===== config.mk =====
export PLATFORM = sky130hd
export DESIGN_NAME = unsigned_mul_8x8_ha_array_seq_flat
export DESIGN_NICKNAME = d
export VERILOG_FILES = /design/src/rtl/unsigned_mul_8x8_ha_array_seq_if.sv /design/src/rtl/unsigned_mul_8x8_ha_array_seq.sv /design/src/flat_wrapper.sv
export SDC_FILE = /design/constraint.sdc
export NUM_CORES = 1
export LEC_CHECK = 0
export CAP_MARGIN = 20
export CORE_MARGIN = 1.5
export CORE_UTILIZATION = 49
export DETAILED_ROUTE_END_ITERATION = 8
export GPL_TIMING_DRIVEN = 0
export PLACE_DENSITY = 0.87
export SLEW_MARGIN = 20
export SYNTH_ARGS = -nofsm -noshare
export SYNTH_HDL_FRONTEND = slang
export SYNTH_SLANG_ARGS = --single-unit
export TNS_END_PERCENT = 10

===== constraint.sdc =====
create_clock -name clk -period 12.7 [get_ports clk]
set_input_delay 1.905 -clock clk [delete_from_list [all_inputs] [get_ports clk]]
set_output_delay 1.905 -clock clk [all_outputs]
set_load 0.005 [all_outputs]

===== src/rtl/unsigned_mul_8x8_ha_array_seq_if.sv =====
// Operand/result handshake bus of the 8x8 half-adder-array multiplier.
// The bus also carries the operand drive to the ha_array stage and the row vectors that come back from it.
interface unsigned_mul_8x8_ha_array_seq_if;
  logic       in_valid;
  logic       in_ready;
  logic [7:0] in_x;
  logic [7:0] in_y;
  logic [3:0] cfg_row_mask;
  logic [7:0] mul_x;
  logic [7:0] mul_y;
  logic [6:0] ha_array_0_b;
  logic [6:0] ha_array_1_b;
  logic [6:0] ha_array_2_b;
  logic [6:0] ha_array_3_b;
  logic [8:0] ha_array_0_t;
  logic [8:0] ha_array_1_t;
  logic [8:0] ha_array_2_t;
  logic [8:0] ha_array_3_t;
  logic        out_valid;
  logic        out_ready;
  logic [15:0] out_p;
  logic        out_sat;
  logic        busy;

  modport master (
    output in_valid, in_x, in_y, cfg_row_mask, out_ready,
    output ha_array_0_b, ha_array_1_b, ha_array_2_b, ha_array_3_b,
    output ha_array_0_t, ha_array_1_t, ha_array_2_t, ha_array_3_t,
    input  in_ready, mul_x, mul_y, out_valid, out_p, out_sat, busy
  );

  modport slave (
    input  in_valid, in_x, in_y, cfg_row_mask, out_ready,
    input  ha_array_0_b, ha_array_1_b, ha_array_2_b, ha_array_3_b,
    input  ha_array_0_t, ha_array_1_t, ha_array_2_t, ha_array_3_t,
    output in_ready, mul_x, mul_y, out_valid, out_p, out_sat, busy
  );
endinterface


===== src/rtl/unsigned_mul_8x8_ha_array_seq.sv =====
// Sequential accumulator for the half-adder-array multiplier: one row pair per cycle, four cycles per product.
// Zero operands skip accumulation entirely; the result saturates or wraps at 16 bits depending on SAT_EN.
module unsigned_mul_8x8_ha_array_seq #(
  parameter bit SAT_EN = 1'b1
) (
  input logic clk,
  input logic rst_n,
  unsigned_mul_8x8_ha_array_seq_if.slave bus
);

  typedef enum logic [1:0] {
    IDLE = 2'd0,
    ACC  = 2'd1,
    DONE = 2'd2
  } state_t;

  state_t      state_q;
  state_t      state_d;
  logic [17:0] acc_q;
  logic [1:0]  row_q;
  logic [7:0]  x_q;
  logic [7:0]  y_q;
  logic [3:0]  mask_q;

  logic [8:0]  row_t;
  logic [6:0]  row_b;
  logic [9:0]  row_val;
  logic [17:0] row_term;
  logic        zero_op;
  logic        sat_flag;

  // Row pair k contributes (t + 4*b) weighted by 4^k.
  always_comb begin
    row_t = '0;
    row_b = '0;
    case (row_q)
      2'd0: begin row_t = bus.ha_array_0_t; row_b = bus.ha_array_0_b; end
      2'd1: begin row_t = bus.ha_array_1_t; row_b = bus.ha_array_1_b; end
      2'd2: begin row_t = bus.ha_array_2_t; row_b = bus.ha_array_2_b; end
      default: begin row_t = bus.ha_array_3_t; row_b = bus.ha_array_3_b; end
    endcase
    row_val  = {1'b0, row_t} + {1'b0, row_b, 2'b00};
    row_term = {8'd0, row_val} << {row_q, 1'b0};
    zero_op  = (x_q == 8'd0) || (y_q == 8'd0);
  end

  always_comb begin
    state_d = state_q;
    case (state_q)
      IDLE: if (bus.in_valid) state_d = ACC;
      ACC:  if (zero_op || row_q == 2'd3) state_d = DONE;
      DONE: if (bus.out_ready) state_d = IDLE;
      default: state_d = IDLE;
    endcase
  end

  always_ff @(posedge clk) begin
    if (!rst_n) begin
      state_q <= IDLE;
      acc_q   <= '0;
      row_q   <= '0;
      x_q     <= '0;
      y_q     <= '0;
      mask_q  <= '0;
    end else begin
      state_q <= state_d;
      case (state_q)
        IDLE: begin
          if (bus.in_valid) begin
            x_q    <= bus.in_x;
            y_q    <= bus.in_y;
            mask_q <= bus.cfg_row_mask;
            acc_q  <= '0;
            row_q  <= '0;
          end
        end
        ACC: begin
          if (!zero_op) begin
            if (mask_q[row_q]) acc_q <= acc_q + row_term;
            row_q <= row_q + 2'd1;
          end
        end
        default: ;
      endcase
    end
  end

  // The worst-case sum stays below 2^17, so bit 17 of the accumulator never sets.
  assign sat_flag      = acc_q > 18'h0FFFF;
  assign bus.out_sat   = sat_flag;
  assign bus.out_p     = (SAT_EN && sat_flag) ? 16'hFFFF : acc_q[15:0];
  assign bus.out_valid = (state_q == DONE);
  assign bus.in_ready  = (state_q == IDLE);
  assign bus.busy      = (state_q != IDLE);
  assign bus.mul_x     = x_q;
  assign bus.mul_y     = y_q;

endmodule


===== src/flat_wrapper.sv =====
// flat-port wrapper written by rule: the top's interface ports become plain ports
module unsigned_mul_8x8_ha_array_seq_flat 
#(
  parameter bit SAT_EN = 1'b1
)
  (clk, rst_n, bus_in_valid, bus_in_x, bus_in_y, bus_cfg_row_mask, bus_out_ready, bus_ha_array_0_b, bus_ha_array_1_b, bus_ha_array_2_b, bus_ha_array_3_b, bus_ha_array_0_t, bus_ha_array_1_t, bus_ha_array_2_t, bus_ha_array_3_t, bus_in_ready, bus_mul_x, bus_mul_y, bus_out_valid, bus_out_p, bus_out_sat, bus_busy);
  unsigned_mul_8x8_ha_array_seq_if bus_i ();
  input logic clk;
  input logic rst_n;
  input wire logic [$bits(bus_i.in_valid)-1:0] bus_in_valid;
  input wire logic [$bits(bus_i.in_x)-1:0] bus_in_x;
  input wire logic [$bits(bus_i.in_y)-1:0] bus_in_y;
  input wire logic [$bits(bus_i.cfg_row_mask)-1:0] bus_cfg_row_mask;
  input wire logic [$bits(bus_i.out_ready)-1:0] bus_out_ready;
  input wire logic [$bits(bus_i.ha_array_0_b)-1:0] bus_ha_array_0_b;
  input wire logic [$bits(bus_i.ha_array_1_b)-1:0] bus_ha_array_1_b;
  input wire logic [$bits(bus_i.ha_array_2_b)-1:0] bus_ha_array_2_b;
  input wire logic [$bits(bus_i.ha_array_3_b)-1:0] bus_ha_array_3_b;
  input wire logic [$bits(bus_i.ha_array_0_t)-1:0] bus_ha_array_0_t;
  input wire logic [$bits(bus_i.ha_array_1_t)-1:0] bus_ha_array_1_t;
  input wire logic [$bits(bus_i.ha_array_2_t)-1:0] bus_ha_array_2_t;
  input wire logic [$bits(bus_i.ha_array_3_t)-1:0] bus_ha_array_3_t;
  output wire logic [$bits(bus_i.in_ready)-1:0] bus_in_ready;
  output wire logic [$bits(bus_i.mul_x)-1:0] bus_mul_x;
  output wire logic [$bits(bus_i.mul_y)-1:0] bus_mul_y;
  output wire logic [$bits(bus_i.out_valid)-1:0] bus_out_valid;
  output wire logic [$bits(bus_i.out_p)-1:0] bus_out_p;
  output wire logic [$bits(bus_i.out_sat)-1:0] bus_out_sat;
  output wire logic [$bits(bus_i.busy)-1:0] bus_busy;
  assign bus_i.in_valid = bus_in_valid;
  assign bus_i.in_x = bus_in_x;
  assign bus_i.in_y = bus_in_y;
  assign bus_i.cfg_row_mask = bus_cfg_row_mask;
  assign bus_i.out_ready = bus_out_ready;
  assign bus_i.ha_array_0_b = bus_ha_array_0_b;
  assign bus_i.ha_array_1_b = bus_ha_array_1_b;
  assign bus_i.ha_array_2_b = bus_ha_array_2_b;
  assign bus_i.ha_array_3_b = bus_ha_array_3_b;
  assign bus_i.ha_array_0_t = bus_ha_array_0_t;
  assign bus_i.ha_array_1_t = bus_ha_array_1_t;
  assign bus_i.ha_array_2_t = bus_ha_array_2_t;
  assign bus_i.ha_array_3_t = bus_ha_array_3_t;
  assign bus_in_ready = bus_i.in_ready;
  assign bus_mul_x = bus_i.mul_x;
  assign bus_mul_y = bus_i.mul_y;
  assign bus_out_valid = bus_i.out_valid;
  assign bus_out_p = bus_i.out_p;
  assign bus_out_sat = bus_i.out_sat;
  assign bus_busy = bus_i.busy;
  unsigned_mul_8x8_ha_array_seq #(.SAT_EN(SAT_EN)) u_core (.clk(clk), .rst_n(rst_n), .bus(bus_i));
endmodule

Word-level counts from Yosys, hierarchy flattened
Cells that the tools add are included.
Operators by class
  add/sub/neg operators: 3
  reductions and logical operators: 12
  order comparisons: 2
  multiplexer cells: 16
  equal/unequal tests: 10
  shift operators: 1
Operator list (number)
  two-way mux 18 bit: 3
  case mux 18 bit (2 select lines): 1
  case mux 9 bit (3 select lines): 1
  case mux 7 bit (3 select lines): 1
  adder 18 bit: 1
  greater-than comparator 18 x 16 -> 1 bit (second input constant): 1
  left shift 10 x 3 -> 18 bit: 1
  logical NOT 8 bit: 2
  two-way mux 16 bit: 1
  adder 9 x 9 -> 10 bit: 1
  two-way mux 2 bit: 5
  == test 2 bit (second input constant): 3
  inequality test 2 bit (second input constant): 3
  case mux 2 bit (3 select lines): 1
  AND reduction 3 bit: 2
  == test 2 x 1 -> 1 bit (second input constant): 2
  logical NOT 2 bit: 2
  inequality test 2 x 1 -> 1 bit (second input constant): 2
  case mux 2 bit (2 select lines): 1
  AND reduction 4 bit: 1
  nonzero test 2 bit: 2
  less-than comparator 2 x 3 -> 1 bit (second input constant): 1
  adder 2 x 1 -> 2 bit (second input constant): 1
  binary-select mux 1 bit (select 2 bit): 1
  3 further kinds: 4
Storage, ports and cells
  register bits after elaboration: 42
  logic and storage cells: 50
  input port bits: 88

Depth between registers and ports, before layout
  depth after elaboration: 8
  mapped depth: 23

Worst setup path before layout
OpenSTA, ideal clock, no wires.
  kind: input-to-reg
  start: in bus_ha_array_1_b[0]
  end: reg u_core.acc_q[17]
  setup slack: 7025 ps
  required time: 12638 ps
  cell stages on the path: 17
  setup time: 62 ps
  arrival: 5613 ps
  cells stage by stage: a222oi_1 > a21oi_1 > ha_1 > fa_1 > a21o_1 > a21oi_1 > o21bai_1 > mux2i_1 > o31ai_1 > mux2i_1 > ha_1 > a211oi_2 > o21ai_0 > a2111oi_0 > a21oi_1 > a2111o_1 > nand3_1
On the way
  cells in the longest elaborated chain, start to end: 7
RTL lines
  from (decl): line flat_wrapper.sv:16  | input wire logic [$bits(bus_i.ha_array_1_b)-1:0] bus_ha_array_1_b;
  case mux 7 bit (3 select lines): line unsigned_mul_8x8_ha_array_seq.sv:36  | case (row_q)
  adder 9 x 9 -> 10 bit: line unsigned_mul_8x8_ha_array_seq.sv:42  | row_val = {1'b0, row_t} + {1'b0, row_b, 2'b00};
  left shift 10 x 3 -> 18 bit: line unsigned_mul_8x8_ha_array_seq.sv:43  | row_term = {8'd0, row_val} << {row_q, 1'b0};
  adder 18 bit: line unsigned_mul_8x8_ha_array_seq.sv:79  | if (mask_q[row_q]) acc_q <= acc_q + row_term;
  two-way mux 18 bit: line unsigned_mul_8x8_ha_array_seq.sv:79
  two-way mux 18 bit: line unsigned_mul_8x8_ha_array_seq.sv:78  | if (!zero_op) begin
  case mux 18 bit (2 select lines): line unsigned_mul_8x8_ha_array_seq.sv:67  | case (state_q)
  to (signal assigned): line unsigned_mul_8x8_ha_array_seq.sv:79
  to (decl): line unsigned_mul_8x8_ha_array_seq.sv:19  | logic [17:0] acc_q;
Every way passes these cells. The select of a mux whose other input is x is not followed.
A chain may end at the register's enable or synchronous reset.

Final worst setup path
  start: in bus_ha_array_1_b[1]
  end: reg u_core.acc_q[17]
Same word-level chain as after synthesis.

==> impl_metrics.sql <==
INSERT INTO impl_metrics (metric_group, metric, value, unit) VALUES
('power_and_ir_drop', 'pwrdens', '91.4', 'mW/mm2'),
('synth', 'yosys_register_bits', '42', ''),
('detailed_routing', 'antenna_left', '0', ''),
('sta', 'period_share', '0.498', ''),
('global_routing', 'vias_in_the_first_global_route', '3670', ''),
('synth', 'yosysTopAreaCell', 'sky130_fd_sc_hd__dfxtp_1', ''),
('synth', 'synth_seq_area_share', '0.245', ''),
('sta', 'maxSlewViolCount', '0', ''),
('cts', 'htree_levels', '2', ''),
('synth', 'yosys.area.top_type_share', '0.245', ''),
('cts', 'post-cts-setup-buffer-count', '0', ''),
('worst_setup_path', 'worst-endpoint-required', '12.95', 'ns'),
('worst_setup_path', 'peak_per_stage_delay_on_the_critical_path', '0.62', 'ns'),
('layout', 'layout-drive-gt1-share', '0.0361', ''),
('detailed_routing', 'drc', '0', ''),
('global_routing', 'first_pass_grt_wire_length', '16600', 'um'),
('synth', 'synth_cell_types', '56', ''),
('sta', 'worstMarginPinSlew', '0.755', 'ns'),
('detailed_routing', 'dr.pass1.iters', '5', ''),
('sta', 'period_minus_slack', '6.33', 'ns'),
('worst_setup_path', 'crit_end', 'u_core.acc_q[17]$_SDFFE_PN0P_', ''),
('power_and_ir_drop', 'power.share.sequential', '0.320', ''),
('die', 'row_count', '30', ''),
('power_and_ir_drop', 'net_switching', '0.155', 'mW'),
('worst_setup_path', 'worst_r2r_end', 'u_core.acc_q[17]$_SDFFE_PN0P_', ''),
('synth', 'syn-mean-instance-area', '7.62', 'um2'),
('global_routing', 'grt_max_degree', '14', ''),
('cts', 'clock_buffer_count_from_cts', '5', ''),
('power_and_ir_drop', 'p_leak', '1.96', 'nW'),
('global_routing', 'gr-usage-all-layers', '0.271', ''),
('power_and_ir_drop', 'cell_internal_power', '0.292', 'mW'),
('place', 'detailed_place_hpwl', '8250', 'um'),
('detailed_routing', 'wirelength', '10300', 'um'),
('synth', 'synthCells', '451', ''),
('cts', 'cts_num_sinks', '42', ''),
('outcome', 'outcome', 'complete, no violations', ''),
('worst_setup_path', 'reg2regPathDepth', '23', ''),
('sta', 'max_clock_skew', '0.0101', 'ns'),
('synth', 'ys_async_sr_fraction', '0', ''),
('cts', 'cts_tree', 'yes', ''),
('synth', 'postSynth.topFlopCell', 'sky130_fd_sc_hd__dfxtp_1', ''),
('sta', 'maxClockFrequency', '158', 'MHz'),
('sta', 'hold_ws', '0.476', 'ns'),
('layout', 'syn2layout_area_growth', '42.2', '%'),
('worst_setup_path', 'endpoint_kind', 'flop', ''),
('power_and_ir_drop', 'combPwrFrac', '0.438', ''),
('cts', 'cts_buffer_depth', '2', ''),
('die', 'die_h', '86.7', 'um'),
('detailed_routing', 'drt_first_iter_violations', '388', ''),
('power_and_ir_drop', 'vdd_ir_drop_max', '0.0000794', 'V'),
('die', 'floorplan.core_area', '0.00679', 'mm2'),
('synth', 'syn-cell-area', '0.00344', 'mm2'),
('die', 'top_level_i_o_count', '124', ''),
('worst_setup_path', 'timing.critical_path.slowest_stage_cell', 'sky130_fd_sc_hd__a2111oi_0', ''),
('worst_setup_path', 'critPathLaunch', 'bus_ha_array_1_b[1]', ''),
('synth', 'synth_nets', '569', ''),
('power_and_ir_drop', 'p_clk_frac', '0.242', ''),
('worst_setup_path', 'crit_top_cell', 'sky130_fd_sc_hd__a21oi_1', ''),
('worst_hold_path', 'min_path_type', 'reg2reg', ''),
('cts', 'cts_root_buf', 'sky130_fd_sc_hd__clkbuf_8', ''),
('die', 'floorplan.die_area', '0.00752', 'mm2'),
('sta', 'slew_headroom', '0.496', ''),
('worst_setup_path', 'r2r_start', 'u_core.row_q[0]$_SDFFE_PN0P_', ''),
('worst_setup_path', 'worst-path-max-fanout', '5', ''),
('worst_setup_path', 'crit_type', 'in2reg', ''),
('global_routing', 'number_of_antenna_violations_at_the_first_check_in_global_routing', '0', ''),
('cts', 'post_cts_repair_resize_count', '0', ''),
('worst_setup_path', 'critical_path.startpoint_type', 'input port', ''),
('worst_setup_path', 'crit_chain', 'clkdlybuf4s50_1 > a222oi_1 > a21oi_1 > ha_1 > a21o_1 > a21oi_1 > nand2b_1 > a21oi_1 > a2111oi_0 > o22a_1 > ha_1 > o21ai_0 > o21ai_0 > a2111oi_0 > a21oi_1 > a2111o_1 > nand3_1', ''),
('synth', 'synth_edf_count', '0', ''),
('worst_setup_path', 'cp.arrival', '6.57', 'ns');
==> power by group through the flow <==
stage	Combinational (mW)	Sequential, mW	Clock [mW]
after floorplan	0.123	0.145	0
after global placement	0.187	0.145	0
after detailed placement	0.192	0.146	0
after CTS	0.194	0.143	0.109
after global routing	0.215	0.144	0.113
final	0.196	0.143	0.108
==> sequential cells by signal (all words and copies together), names as in the netlist <==
register,flops
u_core.bus.mul_x,8
u_core.acc_q,18
u_core.state_q,2
u_core.row_q,2
u_core.bus.mul_y,8
u_core.mask_q,4
==> critical path, delay by kind of cell <==
kind,cells,cell delay (ns)
AO/OA/AOI/OAI,12,3.38
AND/OR/NAND/NOR,2,0.24
adder cells (fa/ha/maj),2,0.63
buffers and inverters,1,0.40
==> worst min path at each step <==
stage / from / to / depth (start not counted)
floorplan: u_core.mask_q[2]$_SDFFE_PN0P_ / u_core.mask_q[2]$_SDFFE_PN0P_ / 2
global placement: u_core.mask_q[0]$_SDFFE_PN0P_ / u_core.mask_q[0]$_SDFFE_PN0P_ / 2
detailed placement: u_core.mask_q[1]$_SDFFE_PN0P_ / u_core.mask_q[1]$_SDFFE_PN0P_ / 2
CTS: u_core.mask_q[1]$_SDFFE_PN0P_ / u_core.mask_q[1]$_SDFFE_PN0P_ / 2
global route: u_core.mask_q[1]$_SDFFE_PN0P_ / u_core.mask_q[1]$_SDFFE_PN0P_ / 2
finish: u_core.mask_q[1]$_SDFFE_PN0P_ / u_core.mask_q[1]$_SDFFE_PN0P_ / 2
==> per-stage QoR <==
step	setup WS [ns]	power (mW)	instances	instance area [um2]	util
final	6.37	0.447	677	4890	0.719
after global routing	6.00	0.471	677	4890	0.719
after CTS	6.43	0.445	677	4890	0.719
after detailed placement	6.12	0.338	669	4780	0.703
after global placement	6.25	0.333	669	4780	0.703
after floorplan	7.02	0.268	451	3440	-
==> cells in the mapped netlist (2+ instances only) <==
cell type / n
sky130_fd_sc_hd__a32o_1: 2
sky130_fd_sc_hd__and3_1: 5
sky130_fd_sc_hd__nor2b_1: 14
sky130_fd_sc_hd__o21ai_0: 21
sky130_fd_sc_hd__o31ai_1: 4
sky130_fd_sc_hd__ha_1: 28
sky130_fd_sc_hd__nor2_1: 38
sky130_fd_sc_hd__nand2b_1: 6
sky130_fd_sc_hd__xnor2_1: 10
sky130_fd_sc_hd__nand2_1: 70
sky130_fd_sc_hd__inv_1: 13
sky130_fd_sc_hd__buf_2: 3
sky130_fd_sc_hd__clkbuf_1: 23
sky130_fd_sc_hd__a22oi_1: 8
sky130_fd_sc_hd__fa_1: 2
sky130_fd_sc_hd__xor2_1: 7
sky130_fd_sc_hd__a221oi_1: 2
sky130_fd_sc_hd__or3_1: 16
sky130_fd_sc_hd__nor3_1: 8
sky130_fd_sc_hd__a21oi_1: 37
sky130_fd_sc_hd__a21o_1: 5
sky130_fd_sc_hd__or2_2: 2
sky130_fd_sc_hd__nor4_1: 4
sky130_fd_sc_hd__o2bb2ai_1: 2
sky130_fd_sc_hd__a222oi_1: 16
sky130_fd_sc_hd__dfxtp_1: 42
sky130_fd_sc_hd__nand3_1: 6
sky130_fd_sc_hd__a21boi_0: 20
sky130_fd_sc_hd__mux2i_1: 7
sky130_fd_sc_hd__o21a_1: 3
sky130_fd_sc_hd__a2111oi_0: 2
==> layout by cell type, fill, tap and decap left out, types with 7 or more instances in the layout <==
master                            count
sky130_fd_sc_hd__a21boi_0            20
sky130_fd_sc_hd__a21oi_1             37
sky130_fd_sc_hd__a222oi_1            16
sky130_fd_sc_hd__a22oi_1              8
sky130_fd_sc_hd__clkbuf_1            24
sky130_fd_sc_hd__clkdlybuf4s50_1    122
sky130_fd_sc_hd__dfxtp_1             42
sky130_fd_sc_hd__ha_1                28
sky130_fd_sc_hd__inv_1               13
sky130_fd_sc_hd__mux2i_1              7
sky130_fd_sc_hd__nand2_1             70
sky130_fd_sc_hd__nor2_1              38
sky130_fd_sc_hd__nor2b_1             14
sky130_fd_sc_hd__nor3_1               8
sky130_fd_sc_hd__o21ai_0             21
sky130_fd_sc_hd__or3_1               16
sky130_fd_sc_hd__xnor2_1             10
sky130_fd_sc_hd__xor2_1               7
==> cells by family after synthesis <==
group | synth area share
flip-flops | 0.245
buffers and inverters | 0.0481
AND/OR/NAND/NOR | 0.241
adder cells (fa/ha/maj) | 0.114
AO/OA/AOI/OAI | 0.283
multiplexers | 0.0269
XOR/XNOR | 0.0433
==> layer usage <==
| metal | vias up | track usage | part of all wire |
|---|---|---|---|
| li1 | 1900 | - | - |
| met1 | 1774 | 0.330 | 0.44 |
| met2 | 155 | 0.480 | 0.47 |
| met3 | 19 | 0.0438 | 0.068 |
| met4 | 0 | 0.0982 | 0.023 |
| met5 | - | 0 | 0 |
==> area by class of cell <==
| type | instances | area, um2 |
|---|---|---|
| Inverter | 14 | 52.6 |
| Clock buffer | 6 | 72.6 |
| Buffer | 27 | 113 |
| Timing Repair Buffer | 122 | 1220 |
| Multi-Input combinational cell | 368 | 2430 |
| Clock inverter | 2 | 37.5 |
| Fill cell | 525 | 1910 |
| Sequential cell | 42 | 841 |
| Tap cell | 96 | 120 |
Power figures use the tool's default switching activity.
